===== src/rtl/gb_cpu_common_pkg.sv =====
// Shared types and constants for the gb_cpu front end.
package gb_cpu_common_pkg;

  localparam int unsigned BYTE_W = 8;

  // Instruction-register control states
  typedef enum logic [1:0] {
    IR_RUN    = 2'd0,
    IR_PREFIX = 2'd1,
    IR_HALT   = 2'd2
  } ir_state_t;

  localparam logic [BYTE_W-1:0] OPC_NOP       = 8'h00;
  localparam logic [BYTE_W-1:0] OPC_HALT      = 8'h76;
  localparam logic [BYTE_W-1:0] OPC_PREFIX_CB = 8'hCB;

endpackage


===== src/rtl/gb_cpu_ir_control.sv =====
// Instruction register and fetch control, upstream of gb_cpu_decoder.
// Captures opcode bytes on fetch M-cycles, tracks the CB prefix, handles
// HALT entry/exit, the HALT bug and the interrupt-dispatch decision.
// Ports:
//   clk, reset     : core clock (one edge per M-cycle), sync active-high reset
//   mem_rdata      : data-bus byte read this M-cycle
//   fetch_en       : this M-cycle is the opcode fetch
//   halt_req       : current instruction is HALT (qualifies fetch_en)
//   ime            : interrupt master enable
//   int_pending    : (IE & IF) != 0
//   opcode         : instruction register to decoder
//   cb_prefix      : opcode is from the CB table
//   pc_inc         : combinational, increment PC this M-cycle
//   int_dispatch   : next instruction is the interrupt-dispatch sequence
//   halted         : CPU is in HALT
module gb_cpu_ir_control
  import gb_cpu_common_pkg::*;
#(
  parameter logic [BYTE_W-1:0] RESET_OPCODE  = OPC_NOP,
  parameter logic [BYTE_W-1:0] PREFIX_OPCODE = OPC_PREFIX_CB
) (
  input  logic              clk,
  input  logic              reset,
  input  logic [BYTE_W-1:0] mem_rdata,
  input  logic              fetch_en,
  input  logic              halt_req,
  input  logic              ime,
  input  logic              int_pending,
  output logic [BYTE_W-1:0] opcode,
  output logic              cb_prefix,
  output logic              pc_inc,
  output logic              int_dispatch,
  output logic              halted
);

  ir_state_t         state, state_n;
  logic [BYTE_W-1:0] opcode_n;
  logic              cb_prefix_n;
  logic              int_dispatch_n;
  logic              halted_n;
  logic              halt_bug_c;
  logic              pc_inc_c;

  // HALT with a pending interrupt but IME clear: the next byte is fetched twice
  assign halt_bug_c = halt_req & int_pending & ~ime;

  // State and registered outputs
  always_ff @(posedge clk) begin
    if (reset) begin
      state        <= IR_RUN;
      opcode       <= RESET_OPCODE;
      cb_prefix    <= 1'b0;
      int_dispatch <= 1'b0;
      halted       <= 1'b0;
    end else begin
      state        <= state_n;
      opcode       <= opcode_n;
      cb_prefix    <= cb_prefix_n;
      int_dispatch <= int_dispatch_n;
      halted       <= halted_n;
    end
  end

  // Next-state and pc increment decision
  always_comb begin
    state_n        = state;
    opcode_n       = opcode;
    cb_prefix_n    = cb_prefix;
    int_dispatch_n = int_dispatch;
    halted_n       = halted;
    pc_inc_c       = 1'b0;

    case (state)
      IR_RUN: begin
        if (fetch_en) begin
          if (halt_req && !int_pending) begin
            state_n  = IR_HALT;
            halted_n = 1'b1;
          end else if (int_pending && ime) begin
            // Dispatch replaces the fetched byte; PC must not move
            int_dispatch_n = 1'b1;
          end else begin
            opcode_n       = mem_rdata;
            cb_prefix_n    = 1'b0;
            int_dispatch_n = 1'b0;
            pc_inc_c       = ~halt_bug_c;
            if (!halt_bug_c && (mem_rdata == PREFIX_OPCODE)) begin
              state_n = IR_PREFIX;
            end
          end
        end
      end

      IR_PREFIX: begin
        // Prefix pair is atomic: no interrupt or halt check here
        if (fetch_en) begin
          opcode_n    = mem_rdata;
          cb_prefix_n = 1'b1;
          pc_inc_c    = 1'b1;
          state_n     = IR_RUN;
        end
      end

      IR_HALT: begin
        if (int_pending) begin
          halted_n       = 1'b0;
          int_dispatch_n = ime;
          state_n        = IR_RUN;
        end
      end

      default: begin
        state_n = IR_RUN;
      end
    endcase
  end

  assign pc_inc = pc_inc_c & ~reset;

endmodule


===== config.mk =====
export PLATFORM = sky130hd
export DESIGN_NAME = gb_cpu_ir_control
export DESIGN_NICKNAME = d
export VERILOG_FILES = /design/src/rtl/gb_cpu_common_pkg.sv /design/src/rtl/gb_cpu_ir_control.sv
export SDC_FILE = /design/constraint.sdc
export NUM_CORES = 1
export LEC_CHECK = 0
export CAP_MARGIN = 20
export CORE_ASPECT_RATIO = 1.1
export CORE_MARGIN = 2
export CORE_UTILIZATION = 38
export CTS_CLUSTER_SIZE = 14
export DETAILED_ROUTE_END_ITERATION = 8
export PLACE_DENSITY_LB_ADDON = 0.2
export SYNTH_ARGS = -nofsm -noshare
export SYNTH_HDL_FRONTEND = slang
export SYNTH_SLANG_ARGS = --single-unit

===== constraint.sdc =====
create_clock -name clk -period 1 [get_ports clk]
set_input_delay 0.2 -clock clk [delete_from_list [all_inputs] [get_ports clk]]
set_output_delay 0.2 -clock clk [all_outputs]
set_load 0.05 [all_outputs]

==> results of run 1 <==
[placed cells by master, fill, tap and decap left out, types with 2 or more instances in the layout]
master and n:
a21oi_1 3, buf_12 12, buf_4 16, buf_6 7, clkbuf_4 3, clkdlybuf4s15_1 2
dfxtp_2 8, dfxtp_4 5, dlygate4sd2_1 10, mux2i_1 8, nand2b_1 18, nand2b_4 2
nor2_1 4, o21a_1 2
[sequential cells by signal, indices dropped and copies added, names as in the netlist]
| signal | count |
|---|---|
| opcode | 8 |
| state | 2 |
| cb_prefix | 1 |
| halted | 1 |
| int_dispatch | 1 |
[path summary, 6_finish.rpt]
check | from | slack (ns) | end | cells past startpoint
max | state[1] | -0.33 | pc_inc | 3
min | mem_rdata[5] | 0.21 | opcode[5] | 3
max reg2reg | state[1] | -0.30 | state[1] | 4
min reg2reg | opcode[7] | 0.50 | opcode[7] | 2
[metrics by stage]
stage	worst slack, ns	hold WS (ns)	power (mW)	setup TNS (ns)
after global routing	-0.3782	0.2051	1.417	-3.212
after global placement	-0.6250	0.4966	0.9823	-7.294
after detailed placement	-0.6117	0.5064	0.9881	-7.477
after CTS	-0.3008	0.3132	1.357	-2.253
after floorplan	-0.1543	0.3547	0.7622	-0.7751
final	-0.3302	0.2087	1.351	-2.401
[timing repair]
item | in CTS | in global routing
endpoints found under the setup margin | 25 | 25
buffers inserted | 7 | 5
hold buffers | 0 | 0
pin swaps | 10 | 6
resized for setup | 45 | 10
[layout make-up]
class                      count  area share
sequential                    13      0.2068
timing repair buffer          48      0.3948
clock buffer                   4     0.01880
inverter                       2    0.007162
multi-input combinational     55      0.3563
tap                           18     0.01611
[metal layers]
| layer | vias up | part of all wire |
|---|---|---|
| li1 | 353 | - |
| met1 | 341 | 0.45 |
| met2 | 17 | 0.50 |
| met3 | 5 | 0.035 |
| met4 | 0 | 0.021 |
| met5 | - | 0 |
[power by group through the flow]
| stage | combinational (mW) | clock, mW | sequential, mW |
|---|---|---|---|
| after floorplan | 0.114 | 0 | 0.648 |
| after global placement | 0.402 | 0 | 0.580 |
| after detailed placement | 0.408 | 0 | 0.580 |
| after CTS | 0.437 | 0.349 | 0.572 |
| after global routing | 0.470 | 0.378 | 0.569 |
| final | 0.448 | 0.338 | 0.565 |
[kinds of logic after synthesis]
family                 Yosys count  share of synthesized area
AOI/OAI and AO/OA               12                     0.1392
muxes                            9                     0.1374
DFF                             13                     0.3761
and+or+nand+nor                 34                     0.3183
buffers and inverters            5                    0.02893
[tightest hold or removal path, stage by stage]
cell      delay, ns
clkbuf_2       0.12
nand2b_1       0.08
mux2i_1        0.06
==> impl_metrics.json, run 1 <==
{
  "track_usage": 0.2101,
  "die_width_um": 44.69,
  "p_sw_mw": 0.4168,
  "placed_area_um2": 1175,
  "worst_ep_arrival_time_ns": 1.13,
  "clk_pin_slew_worst_paths_ns": 0.09,
  "synth_top_cell_area_share": 0.3761,
  "dieArea_um2": 2179,
  "fin_crit_sh": 1.330,
  "cap_violations": 0,
  "crit_slowest_cell": "dfxtp_2",
  "ys_seq_area_frac": 0.3761,
  "irDropWorstVdd_mv": 0.8146,
  "dp_hpwl_mm": 1.321,
  "path_cells": "nand2b_4 -> nor3_4 -> buf_12",
  "final-seq-area_um2": 289.0,
  "cp_max_fo": 3,
  "initial_core_util": 0.3973,
  "power_density_nw_per_um2": 967.0,
  "maxSlewHeadroom": 0.8502,
  "syn_nets": 87,
  "dp_cells": 125,
  "fin_skew_ns": 0.004572,
  "use_met3": 0.04851,
  "grt_max_degree": 19,
  "gp_congestion": 0.7336,
  "synth.cell_area_um2": 691.9,
  "drc": 0,
  "drtPass1Iterations": 4,
  "use_met2": 0.3188,
  "overflow": 0,
  "async_flop_share": 0,
  "grt_pass1_vias": 747,
  "ys_types": 26,
  "power.leakage_nw": 0.5790,
  "hp-class": "input pin to flop",
  "yosys_most_used_dff": "dfxtp_1",
  "fin_crit_ns": 1.330,
  "numPortBuffers": 25,
  "finalSetupViolations": 14,
  "die_h_um": 48.76,
  "yosys.cell_count.top_type": "nand2b_1",
  "synth.area.top_cells": "dfxtp_1 (38%), nand2b_1 (17%), mux2i_1 (12%)",
  "violations": "negative setup slack",
  "cts_sinks": 13,
  "synth-edff-count": 0,
  "first_iter_violations": 10,
  "via_per_inst": 5.114,
  "antenna_left": 0,
  "drive_gt1_frac": 0.5492,
  "synth-seq-cells": 13,
  "drt-total-wl_mm": 2.018,
  "finish.utilization": 0.8024,
  "cts_root_buf": "clkbuf_4",
  "synthCells": 73,
  "ios": 26,
  "synth.largest_area_cell": "dfxtp_1",
  "path_buf_inv": 1,
  "rsz0062_at_grt": "true",
  "layout.cells.non_filler": 140,
  "cp.required_ns": 0.80,
  "avgSynthCellArea_um2": 9.478,
  "cts_buffer_depth": 2,
  "power.share.switching": 0.3084,
  "vias": 716,
  "status": "complete, but fails checks",
  "crit_family": "simple AND/OR/NAND/NOR gates",
  "maxSlewViolCount": 0,
  "critPathKind": "flop to primary output",
  "nets": 137,
  "numCtsBuffers": 3,
  "ys_top_cells_by_count": "nand2b_1 (19), dfxtp_1 (13), mux2i_1 (8)",
  "clock_latency_ns": 0.28,
  "h-tree-depth": 1,
  "fp.coreArea_um2": 1742,
  "top_usage_layer": "met2",
  "pwr-share-clk": 0.250,
  "design_area_um2": 1398,
  "use_met1": 0.2778,
  "setup_ws_ns": -0.3302,
  "yosys_warnings": 0,
  "end_kind": "primary output",
  "max_freq_mhz": 751.8,
  "internal_power_mw": 0.9346,
  "p_comb_frac": 0.331,
  "antenna_found_initial": 0,
  "multi_input_comb_area_um2": 498.0,
  "worst_slew_pin_slew_ns": 0.2247,
  "hold_violations": 0,
  "grt_pass1_wl_mm": 3.408,
  "critPathMaxStageDelay_ns": 0.33,
  "fillers": 112,
  "antenna_cells": 0,
  "cts_tree": "yes",
  "num_rows": 16,
  "wl_per_cell_um": 14.41,
  "pwr-share-seq": 0.418,
  "area_growth_syn_to_layout_pct": 102.0,
  "startpoint_type": "flop"
}
Power figures use the tool's default switching activity.
==> run 2: changes to the inputs <==
--- a/config.mk
+++ b/config.mk
@@ -10,3 +10,3 @@
 export CORE_MARGIN = 2
-export CORE_UTILIZATION = 38
+export CORE_UTILIZATION = 45
 export CTS_CLUSTER_SIZE = 14
==> constraint.sdc (replaced) <==
create_clock -name clk -period 1.6 [get_ports clk]
set_input_delay 0.24 -clock clk [delete_from_list [all_inputs] [get_ports clk]]
set_output_delay 0.24 -clock clk [all_outputs]
set_load 0.05 [all_outputs]
==> run 2 against run 1 <==
Against the previous run:
- the flow now finishes without violations
- combinational power shrank 52%
- non-clock buffer count shrank 16
- critical path type unchanged
- register-to-register slack gained 0.62 ns
- power shrank 43%
- die area shrank 14%
- global-route usage shrank 2.8 points
- core utilization shrank 6.0 points
- largest power group unchanged
- routed wire length shrank 27%
- first-iteration DRC count shrank 30%
==> impl_metrics.json, run 2 (synthesis gave the netlist of run 1 again) <==
{
  "status": "finished, final reports clean",
  "num_rows": 14,
  "rsz0062_at_grt": "false",
  "startpoint_type": "flop",
  "drc": 0,
  "finalSetupViolations": 0,
  "drive_gt1_frac": 0.2736,
  "critPathMaxStageDelay_ns": 0.52,
  "grt_pass1_vias": 538,
  "cts_tree": "yes",
  "r2r_end": "state[1]",
  "largest_register_ffs": 8,
  "cap_violations": 0,
  "clk_pin_slew_worst_paths_ns": 0.09,
  "worst_slew_pin_slew_ns": 0.3260,
  "top_usage_layer": "met2",
  "antenna_found_initial": 0,
  "numCtsBuffers": 3,
  "max_freq_mhz": 650.7,
  "area_growth_syn_to_layout_pct": 50.27,
  "crit_slowest_cell": "dfxtp_1",
  "die_width_um": 41.39,
  "use_met2": 0.2875,
  "worst_ep_arrival_time_ns": 1.30,
  "layout_commonest_cell": "nand2b_1",
  "critPathKind": "flop to primary output",
  "reg2reg_slack_ns": 0.32,
  "cts_setup_buffers": 0,
  "clock_latency_ns": 0.28,
  "pwr-share-clk": 0.272,
  "cp.required_ns": 1.36,
  "antenna_left": 0,
  "antenna_cells": 0,
  "power.leakage_nw": 0.4380,
  "path_cells": "nor2_1 -> nor3_2 -> buf_12",
  "dp_hpwl_mm": 1.114,
  "crit_family": "flip-flops",
  "die_h_um": 45.13,
  "use_met3": 0.05911,
  "irDropWorstVdd_mv": 0.6136,
  "fin_crit_ns": 1.537,
  "holdCritStartpoint": "ime",
  "gp_congestion": 0.7283,
  "dieArea_um2": 1868,
  "via_per_inst": 5.082,
  "cts_sinks": 13,
  "p_comb_frac": 0.277,
  "cts_root_buf": "clkbuf_4",
  "track_usage": 0.1822,
  "fin_crit_sh": 0.9606,
  "fp.coreArea_um2": 1401,
  "end_kind": "primary output",
  "initial_core_util": 0.4938,
  "numPortBuffers": 25,
  "p_sw_mw": 0.2323,
  "maxSlewHeadroom": 0.7824,
  "fin_skew_ns": 0.004076,
  "cts_buffer_depth": 2,
  "top_register": "opcode",
  "ios": 26,
  "nets": 121,
  "cp_max_fo": 9,
  "drt-total-wl_mm": 1.470,
  "final_cell_mix": "nand2b_1 (19), buf_4 (17), dfxtp_1 (13)",
  "worstHoldEndpoint": "int_dispatch",
  "wl_per_cell_um": 12.05,
  "grt_max_degree": 18,
  "finish.utilization": 0.7420,
  "overflow": 0,
  "r2r_cells": 3,
  "worstHoldPathCells": 3,
  "hold-worst-slack_ns": 0.3250,
  "power.share.switching": 0.3014,
  "power_density_nw_per_um2": 741.3,
  "internal_power_mw": 0.5385,
  "timing.rr.start": "state[1]",
  "path_buf_inv": 1,
  "vias": 620,
  "drtPass1Iterations": 4,
  "use_met1": 0.2117,
  "first_iter_violations": 7,
  "largest_registers": "opcode x8, state x2",
  "grt_pass1_wl_mm": 2.201,
  "hp-class": "input pin to flop",
  "h-tree-depth": 1,
  "pwr-share-seq": 0.452,
  "hold_violations": 0,
  "maxSlewViolCount": 0
}
==> run 2: changes by cell type in the layout (fill, tap and decap cells not counted), sizes merged <==
cell,before,now
clkbuf,5,4
buf,35,19
clkdlybuf4s15,2,0
clkdlybuf4s50,0,10
dlygate4sd2,10,0
dlymetal6s2s,0,3
==> run 2: worst max path at each step <==
| stage | from | endpoint | slack, ns | depth (start not counted) |
|---|---|---|---|---|
| after floorplan | state[0] | pc_inc | 0.20 | 3 |
| after global placement | int_pending | state[0] | -0.1 | 4 |
| after detailed placement | int_pending | state[0] | -0.17 | 4 |
| after CTS | fetch_en | pc_inc | 0.04 | 4 |
| after global routing | state[0] | pc_inc | 0.006 | 3 |
| final | state[0] | pc_inc | 0.06 | 3 |
==> run 2: metrics by stage <==
| stage | instance area, um2 | instances | power (mW) | TNS (ns) | setup WS (ns) |
|---|---|---|---|---|---|
| 2_1_floorplan | 696.9 | 73 | 0.4741 | 0 | 0.2011 |
| 3_3_place_gp | 1002 | 118 | 0.5667 | -0.7051 | -0.09912 |
| 3_5_place_dp | 1002 | 118 | 0.5695 | -0.9668 | -0.1673 |
| 4_1_cts | 1028 | 122 | 0.7822 | 0 | 0.03727 |
| 5_1_grt | 1040 | 122 | 0.8039 | 0 | 0.006016 |
| 6_report | 1040 | 122 | 0.7708 | 0 | 0.06310 |
==> run 2: timing repair <==
action	in CTS	in global routing
hold endpoints to repair	0	0
pin swaps	1	1
hold buffers	0	0
endpoints found under the setup margin	1	1
gates resized for setup	0	4
==> run 2: per-layer routing <==
metal | share of wire | routed length, um
met1 | 0.44 | 653
met2 | 0.51 | 749
met3 | 0.038 | 56
met4 | 0.0068 | 10
met5 | 0 | 0
==> run 2: area by class of cell <==
class / instances / area [um2]
multi-input cells: 55 / 420.4
well taps: 16 / 20.02
flip-flops and latches: 13 / 260.3
clock buffers: 4 / 26.28
repair buffers: 32 / 305.3
fillers: 114 / 361.6
inverters: 2 / 7.507
==> run 2: worst reg2reg max path: stages, from the launching register on <==
cell and delay (ns):
dfxtp_1 0.39, nand2b_4 0.21, or3b_1 0.35, a211oi_1 0.25
==> run 2: power groups by stage <==
| stage | combinational [mW] | clock, mW | sequential [mW] |
|---|---|---|---|
| global placement | 0.212 | 0 | 0.355 |
| global route | 0.225 | 0.228 | 0.350 |
| CTS | 0.214 | 0.220 | 0.348 |
| floorplan | 0.0695 | 0 | 0.405 |
| detailed placement | 0.214 | 0 | 0.355 |
| finish | 0.213 | 0.209 | 0.348 |
==> run 3: changes to the inputs <==
- CAP_MARGIN: 20 -> 10
- PLACE_DENSITY: unset -> 0.87
- PLACE_DENSITY_LB_ADDON: 0.2 -> unset
==> run 3 against run 2 <==
Against the previous run:
- critical path depth grew 3
- fmax down 1.7%
- sequential share of layout area is essentially flat
- final area increased by 0.60%
- register-to-register slack better by 0.04 ns
- first-iteration DRC count is 57% higher
- sequential power about the same
- cell count increased by 0.82%
- worst hold slack improved by 0.0099 ns
- core utilization up 0.45 points
- largest cell class unchanged
- largest power group unchanged
==> impl_metrics.json, run 3 (synthesis gave the netlist of run 1 again) <==
{
  "irDropWorstVdd_mv": 0.6287,
  "grt_pass1_vias": 639,
  "end_kind": "primary output",
  "dieArea_um2": 1868,
  "hold_buffers": 0,
  "worst_ep_arrival_time_ns": 1.32,
  "crit_slowest_cell": "dlygate4sd2_1",
  "power.leakage_nw": 0.4379,
  "fp.coreArea_um2": 1401,
  "largest_registers": "opcode x8, state x2",
  "drc": 0,
  "die_width_um": 41.39,
  "clk_pin_slew_worst_paths_ns": 0.08,
  "fillers": 106,
  "setup_ws_ns": 0.03583,
  "cp_max_fo": 4,
  "cts_setup_buffers": 0,
  "drt-total-wl_mm": 1.554,
  "maxSlewViolCount": 0,
  "cts_buffer_depth": 2,
  "p_total_mw": 0.7674,
  "fin_crit_ns": 1.564,
  "worstHoldPathCells": 3,
  "finalSetupTns_ns": 0,
  "timing.rr.start": "state[1]",
  "multi_input_comb_area_um2": 416.7,
  "drtPass1Iterations": 4,
  "fin_crit_sh": 0.9776,
  "critPathKind": "input pin to primary output",
  "finalSetupViolations": 0,
  "first_iter_violations": 11,
  "num_rows": 14,
  "largest_register_ffs": 8,
  "reg2reg_slack_ns": 0.36,
  "cap_violations": 0,
  "clock_latency_ns": 0.27,
  "crit_family": "buffers and inverters",
  "antenna_cells": 0,
  "die_h_um": 45.13,
  "layout.cells.non_filler": 123,
  "path_buf_inv": 3,
  "cts_sinks": 13,
  "top_register": "opcode",
  "layout_commonest_cell": "nand2b_1",
  "rsz0062_at_grt": "false",
  "dp_slack_ns": -0.08908,
  "final-seq-area_um2": 261.5,
  "status": "finished, final reports clean",
  "gp_congestion": 0.7615,
  "hp-class": "input pin to flop",
  "holdCritStartpoint": "ime",
  "dp_cells": 119,
  "final_cell_mix": "nand2b_1 (19), buf_4 (18), dfxtp_1 (12)",
  "numPortBuffers": 25,
  "maxSlewHeadroom": 0.8240,
  "wl_per_cell_um": 12.63,
  "max_freq_mhz": 639.3,
  "worstHoldEndpoint": "int_dispatch",
  "cp.required_ns": 1.36,
  "dp_hpwl_mm": 1.174,
  "grt_max_degree": 18,
  "initial_core_util": 0.4938,
  "nets": 122,
  "critPathMaxStageDelay_ns": 0.26,
  "overflow": 0,
  "startpoint_type": "input pin",
  "antenna_found_initial": 0,
  "worst_slew_pin_slew_ns": 0.2603,
  "path_cells": "dlygate4sd2_1 -> buf_4 -> a21oi_1 -> nor2_1 -> nor3_2 -> clkbuf_16",
  "area_growth_syn_to_layout_pct": 51.17,
  "power_density_nw_per_um2": 733.7,
  "hold_violations": 0,
  "r2r_cells": 3,
  "fin_skew_ns": 0.001719,
  "via_per_inst": 5.350,
  "track_usage": 0.2052,
  "grt_pass1_wl_mm": 2.532,
  "cts_tree": "yes",
  "r2r_end": "state[1]",
  "h-tree-depth": 1,
  "antenna_left": 0,
  "numCtsBuffers": 3,
  "drive_gt1_frac": 0.2804,
  "ios": 26,
  "vias": 658,
  "cts_root_buf": "clkbuf_4"
}
==> run 3: report_power, final <==
part           internal [mW]  total, mW  switching [mW]
Clock                 0.0965      0.203           0.107
Sequential             0.339      0.348         0.00931
Combinational          0.104      0.216           0.112
==> run 3: what timing repair did <==
item	CTS	global route
pin swaps	1	2
gates cloned	0	0
endpoints found under the setup margin	1	1
gates resized for setup	1	4
==> run 3: layer usage <==
layer,track usage,vias up,part of all wire
met5,0,-,0
met4,0.09677,0,0.011
met3,0.04433,2,0.047
met2,0.3406,21,0.53
met1,0.2416,309,0.41
li1,-,326,-
==> run 3: worst max path at each step <==
stage	startpoint	endpoint	slack, ns	depth (start not counted)
final	int_pending	pc_inc	0.04	6
after global routing	int_pending	pc_inc	0.005	6
after CTS	fetch_en	pc_inc	0.02	4
after detailed placement	int_pending	pc_inc	-0.09	6
after global placement	int_pending	pc_inc	-0.10	6
after floorplan	state[0]	pc_inc	0.20	3
==> run 3: layout make-up <==
type                            instances  share of cell area
Inverter                                2            0.007177
Clock buffer                            4             0.02512
Sequential cell                        13              0.2500
Timing Repair Buffer                   33              0.3002
Tap cell                               16             0.01914
Multi-Input combinational cell         55              0.3983
==> run 3: metrics by stage <==
stage / cell area [um2] / utilization / hold WS (ns)
2_1_floorplan: 696.9 / - / 0.3947
3_3_place_gp: 1010 / 0.7205 / 0.4539
3_5_place_dp: 1010 / 0.7205 / 0.4561
4_1_cts: 1035 / 0.7384 / 0.4756
5_1_grt: 1046 / 0.7464 / 0.3383
6_report: 1046 / 0.7464 / 0.3349
==> run 3: worst register-to-register path, cell delays in order, from the launching register on <==
cell,delay [ns]
dfxtp_1,0.38
nand2b_4,0.20
or3b_1,0.36
a211oi_1,0.22
